<file path="src/rtl/fifo_stream_packetizer.sv">
// fifo_stream_packetizer: drains a push/pop FIFO and frames its words into
// packets on a registered valid/ready stream with first/last markers.
// One word is held as lookahead so the packetizer knows whether it is the
// last word of its packet: a packet closes after max_len words, or when the
// FIFO has stayed empty for timeout cycles while a word is held.
module fifo_stream_packetizer #(
  parameter int width   = 8,
  parameter int max_len = 4,
  parameter int timeout = 16
) (
  input  logic             clk,
  input  logic             rst,
  input  logic             fifo_empty,
  input  logic [width-1:0] fifo_read_data,
  output logic             fifo_pop,
  output logic             out_valid,
  input  logic             out_ready,
  output logic [width-1:0] out_data,
  output logic             out_first,
  output logic             out_last
);

  localparam int iw = (max_len > 1) ? $clog2(max_len) : 1;
  localparam int tw = $clog2(timeout + 1);
  localparam logic [iw-1:0] idx_last  = iw'(max_len - 1);
  localparam logic [tw-1:0] timer_max = tw'(timeout);

  logic [width-1:0] hold_data;
  logic             hold_valid;
  logic [iw-1:0]    hold_idx;
  logic [iw-1:0]    idx;
  logic [tw-1:0]    timer;

  logic          out_free;
  logic          at_max;
  logic          timed_out;
  logic          send;
  logic          send_last;
  logic [iw-1:0] pop_idx;

  // Send decision for the held word and the FIFO pop request.
  always_comb begin
    out_free  = ~out_valid | out_ready;
    at_max    = (hold_idx == idx_last);
    timed_out = (timer == timer_max);
    send      = hold_valid & out_free & (at_max | ~fifo_empty | timed_out);
    // When a send happens without reaching max_len, an empty FIFO means the
    // timeout fired, so the word closes the packet.
    send_last = at_max | fifo_empty;
    fifo_pop  = ~rst & ~fifo_empty & (~hold_valid | send);
    // A word popped on the same edge a packet closes starts the next packet.
    pop_idx   = (send & send_last) ? '0 : idx;
  end

  // Lookahead hold register and the packet index of the next popped word.
  always_ff @(posedge clk or posedge rst) begin
    if (rst) begin
      hold_data  <= '0;
      hold_valid <= 1'b0;
      hold_idx   <= '0;
      idx        <= '0;
    end else begin
      if (fifo_pop) begin
        hold_data  <= fifo_read_data;
        hold_valid <= 1'b1;
        hold_idx   <= pop_idx;
        idx        <= (pop_idx == idx_last) ? '0 : pop_idx + iw'(1);
      end else begin
        if (send) begin
          hold_valid <= 1'b0;
        end
        if (send & send_last) begin
          idx <= '0;
        end
      end
    end
  end

  // Output register: loads on send, frozen while stalled, clears when drained.
  always_ff @(posedge clk or posedge rst) begin
    if (rst) begin
      out_valid <= 1'b0;
      out_data  <= '0;
      out_first <= 1'b0;
      out_last  <= 1'b0;
    end else if (send) begin
      out_valid <= 1'b1;
      out_data  <= hold_data;
      out_first <= (hold_idx == '0);
      out_last  <= send_last;
    end else if (out_ready) begin
      out_valid <= 1'b0;
    end
  end

  // Idle timer: counts empty-FIFO cycles while a word is held, saturating.
  always_ff @(posedge clk or posedge rst) begin
    if (rst) begin
      timer <= '0;
    end else if (fifo_pop | ~hold_valid) begin
      timer <= '0;
    end else if (fifo_empty && !timed_out) begin
      timer <= timer + tw'(1);
    end
  end

endmodule

</file>
<file path="config.mk">
export PLATFORM = sky130hd
export DESIGN_NAME = fifo_stream_packetizer
export DESIGN_NICKNAME = d
export VERILOG_FILES = /design/src/rtl/fifo_stream_packetizer.sv
export SDC_FILE = /design/constraint.sdc
export NUM_CORES = 1
export LEC_CHECK = 0
export ABC_AREA = 0
export ABC_CLOCK_PERIOD_IN_PS = 4800
export BUFFER_PORTS_ARGS = -buffer_cell sky130_fd_sc_hd__buf_2
export CAP_MARGIN = 30
export CELL_PAD_IN_SITES_DETAIL_PLACEMENT = 1
export CELL_PAD_IN_SITES_GLOBAL_PLACEMENT = 2
export CORE_MARGIN = 8
export CORE_UTILIZATION = 38
export DETAILED_ROUTE_END_ITERATION = 10
export PLACE_DENSITY = 0.94
export RECOVER_POWER = 25
export SKIP_CTS_REPAIR_TIMING = 1
export SLEW_MARGIN = 15
export SYNTH_ARGS = -nofsm -noshare
export SYNTH_HDL_FRONTEND = slang
export SYNTH_SLANG_ARGS = --single-unit
</file>
<file path="constraint.sdc">
create_clock -name clk -period 4.8 [get_ports clk]
set_clock_uncertainty 0.05 [all_clocks]
set_input_delay 0.48 -clock clk [delete_from_list [all_inputs] [get_ports clk]]
set_output_delay 0.48 -clock clk [all_outputs]
set_load 0.01 [all_outputs]
</file>
After elaboration in Yosys (flattened, before gate mapping)
Cells that the tools add are included.

storage, ports and cells
  register bits = 29
  output and inout port bits = 12

operators by class
  add/sub/neg operators = 2
  equal/unequal tests = 3
  muxes and demuxes = 9
  bitwise logic cells = 15
  reduce and logical (&&, ||, !) cells = 6

operators with widths
  cell                   number
  $mux W5                2
  $mux W2                3
  $or A1 B1 Y1           6
  $reduce_bool A2 Y1     3
  $add A5 B1 Y5 const B  1
  $and A1 B1 Y1          5
  $eq A5 B5 Y1 const B   1
  $eq A2 B2 Y1 const B   2
  $mux W1                4
  $not A1 Y1             4
  $add A2 B1 Y2 const B  1
  $logic_not A2 Y1       1
  $logic_and A1 B1 Y1    1
  $logic_not A1 Y1       1

Depth between registers and ports, before layout
  word-level depth = 9
  depth in mapped cells = 7

Least setup slack after synthesis
Ideal clock, no wire load.

  path type = reg2out
  from = reg out_valid
  to = out fifo_pop
  data arrival time = 1.024 ns
  path slack = 3.246 ns
  stages on the path, launching flop included = 4
  buffers on the path = 0
  cells stage by stage = dfrtp_1 -> nor2b_4 -> a211o_1 -> inv_2

on the way
  word-level cells in the longest chain between the ends = 6

RTL lines
  element                     RTL line  text
  start, declared             16        output logic out_valid,
  start signal, assigned      82        out_valid <= 1'b0;
  start signal, assigned      87        out_valid <= 1'b1;
  start signal, assigned      92        out_valid <= 1'b0;
  $not A1 Y1                  43        out_free = ~out_valid | out_ready;
  $or A1 B1 Y1                43
  $and A1 B1 Y1 (2 in a row)  46        send = hold_valid & out_free & (at_max | ~fifo_empty | timed_out);
  $or A1 B1 Y1                50        fifo_pop = ~rst & ~fifo_empty & (~hold_valid | send);
  $and A1 B1 Y1               50
  end, declared               15        output logic fifo_pop,

No other way between the ends.

Worst setup path after layout
Ends and elaborated chain as after synthesis.

==> flow_summary.json <==
{
  "final.fill_count": 413,
  "floorplan.initialDensity_pct": 40.0,
  "clk_slew_on_worst_s_h_paths_ps": 90,
  "stdcell_count": 194,
  "timing.critical_path.to_type": "primary output",
  "drtAntennaViolNets": 0,
  "clockBufferDepth": 2,
  "grt_max_degree": 16,
  "setup_tns_ps": 0,
  "rsz0062_at_grt": "false",
  "cp-start-kind": "flop",
  "clock_sinks": 29,
  "floorplan.rows": 21,
  "grt.met2_usage_pct": 22.1,
  "count_of_flip_flops_with_a_built_in_enable_after_synthesis": 0,
  "clkLatencyLatePin_ps": 330,
  "final_nets": 161,
  "layout_worst_path_cycle_share_pct": 46.7,
  "maxCapViolations": 0,
  "grt_overflow_total": 0,
  "grt_pass1_wl_um": 5530,
  "crit_required_ps": 4270,
  "synth_nets": 134,
  "busiest_layer": "met2",
  "drt_first_iter_violations": 77,
  "buffer_ports.inserted": 23,
  "vias": 938,
  "ff2ff_setup_slack_ps": 2810,
  "final_layout_size_suffix_gt1_share_pct": 29.1,
  "syn_to_final_growth_pct": 14.7,
  "track_usage_pct": 13.4,
  "synth.yosys.warnings": 0,
  "drc_violations_left": 0,
  "use_met3_pct": 4.87,
  "netlist_cell_types": 31,
  "synth.yosys.seq_area_share_pct": 53.9,
  "first_global_vias": 1092,
  "routedWlPerCell_um": 16.2,
  "status": "complete, no violations",
  "mostFrequentLayoutCells": "29 x nand2_1, 29 x dfrtp_1, 22 x buf_2",
  "report.final.hold_viol_count": 0,
  "fmax_mhz": 446,
  "core-area_mm2": 0.00336,
  "x_dimension_of_the_die_um": 75.5,
  "dieArea_mm2": 0.00570,
  "min_period_ps": 2240,
  "io_pins": 24,
  "synthCells": 120,
  "worst_ep_arrival_time_ps": 1710,
  "gp_routability_congestion": 0.747,
  "antenna_found_initial": 0,
  "power_density_mw_per_mm2": 488,
  "dp_cells": 186,
  "cts_root_buf": "clkbuf_4",
  "slew_viol_final": 0,
  "tightest_slew_ps": 825,
  "setup.worst_path.start": "out_valid$_DFFE_PP0P_",
  "report.final.setup_viol": 0,
  "synthesis.area_mm2": 0.00135,
  "max-vdd-ir-drop_uv": 201,
  "grtUsageMet1_pct": 15.4,
  "post_synth.cell_area_avg_um2": 11.2,
  "routed_via_density": 4.84,
  "num_antenna_cells": 0,
  "asyncSetResetFlopFracSynth_pct": 100,
  "cts_tree": "done",
  "postRouteWirelength_um": 3150,
  "power_leakage_nw": 0.771,
  "drt_first_pass_iters": 4,
  "slew_headroom_pct": 45.0,
  "hold_path.class": "input pin to asynchronous set/reset pin",
  "worstPathMaxFanout": 13,
  "rr_endpoint": "out_data[4]$_DFFE_PP0P_",
  "synth_seq_cells": 29,
  "r2r.worst_path.cells": 6,
  "cts-buffers-inserted": 5,
  "postSynth.topFlopCell": "dfrtp_1",
  "criticalPathCategory": "flop to primary output",
  "h-tree-depth": 2,
  "dieHeight_um": 75.5,
  "critical_path.reg2reg.startpoint": "timer[0]$_DFFE_PP0P_",
  "place.detailed.hpwl_um": 2390
}
==> cell usage after synthesis, types with 2 or more instances <==
cell / number / area [um2]
a21oi_1: 5 / 25.0
buf_2: 3 / 15.0
dfrtp_1: 29 / 726
ha_1: 2 / 25.0
inv_1: 6 / 22.5
mux2_4: 8 / 120
nand2_1: 29 / 109
nand4_1: 2 / 12.5
nor2_1: 6 / 22.5
o21ai_0: 3 / 15.0
o21ai_1: 3 / 15.0
o31ai_1: 2 / 15.0
xnor2_1: 3 / 26.3
xor2_1: 2 / 17.5
==> where the power goes <==
group / internal, mW / leakage (nW) / switching [mW]
combinational: 0.123 / 0.380 / 0.120
sequential: 0.318 / 0.364 / 0.0495
clock: 0.0583 / 0.0265 / 0.0850
total: 0.499 / 0.771 / 0.255
==> how the worst max path moves through the flow <==
stage                    end  depth (start not counted)
floorplan           fifo_pop                          3
global placement    fifo_pop                          5
detailed placement  fifo_pop                          5
CTS                 fifo_pop                          4
global route        fifo_pop                          4
finish              fifo_pop                          4
==> layout make-up <==
type | instances | area (um2) | area share, %
timing repair buffer | 24 | 118 | 7.62
sequential | 29 | 726 | 47.0
inverter | 7 | 26.3 | 1.70
clock buffer | 8 | 48.8 | 3.16
multi-input combinational | 80 | 568 | 36.8
tap | 46 | 57.6 | 3.73
==> state kept, by name, summed over array words and instances (netlist names) <==
signal and flops:
hold_data 8, hold_idx 2, hold_valid 1, idx 2
out_data 8, out_first 1, out_last 1, out_valid 1
timer 5
==> cell families after synthesis <==
logic type                 count (synthesis)  synth area share [%]
xor gates and xnor gates                   5                  3.25
DFF                                       29                  53.9
AOI/OAI and AO/OA                         19                  9.66
and+or+nand+nor                           46                  18.5
muxes                                      8                  8.92
buffers and inverters                     11                  3.90
adders and majority gates                  2                  1.86
==> layer usage <==
layer | vias up | part of all wire, % | wire length (um)
met4 | 0 | 1.7 | 55
li1 | 454 | - | -
met5 | - | 0 | 0
met1 | 455 | 44 | 1390
met2 | 23 | 49 | 1540
met3 | 6 | 5.5 | 172
==> through the flow <==
step                power [mW]  instance area [um2]  hold slack (ps)  worst slack [ps]  utilization [%]
finish                   0.753                 1540              208              2560             45.9
global route             0.816                 1540              277              2440             45.9
CTS                      0.771                 1560              218              2510             46.3
detailed placement       0.624                 1510              426              2710             44.8
global placement         0.605                 1490              418              2750             44.4
floorplan                0.530                 1350              396              3250                -
==> worst max-delay path, stage by stage (launching register included) <==
cell	delay [ps]
dfrtp_1	400
nor2b_4	150
a211o_1	450
inv_2	220
buf_2	160
No activity file was read; power rests on OpenSTA's default activity.
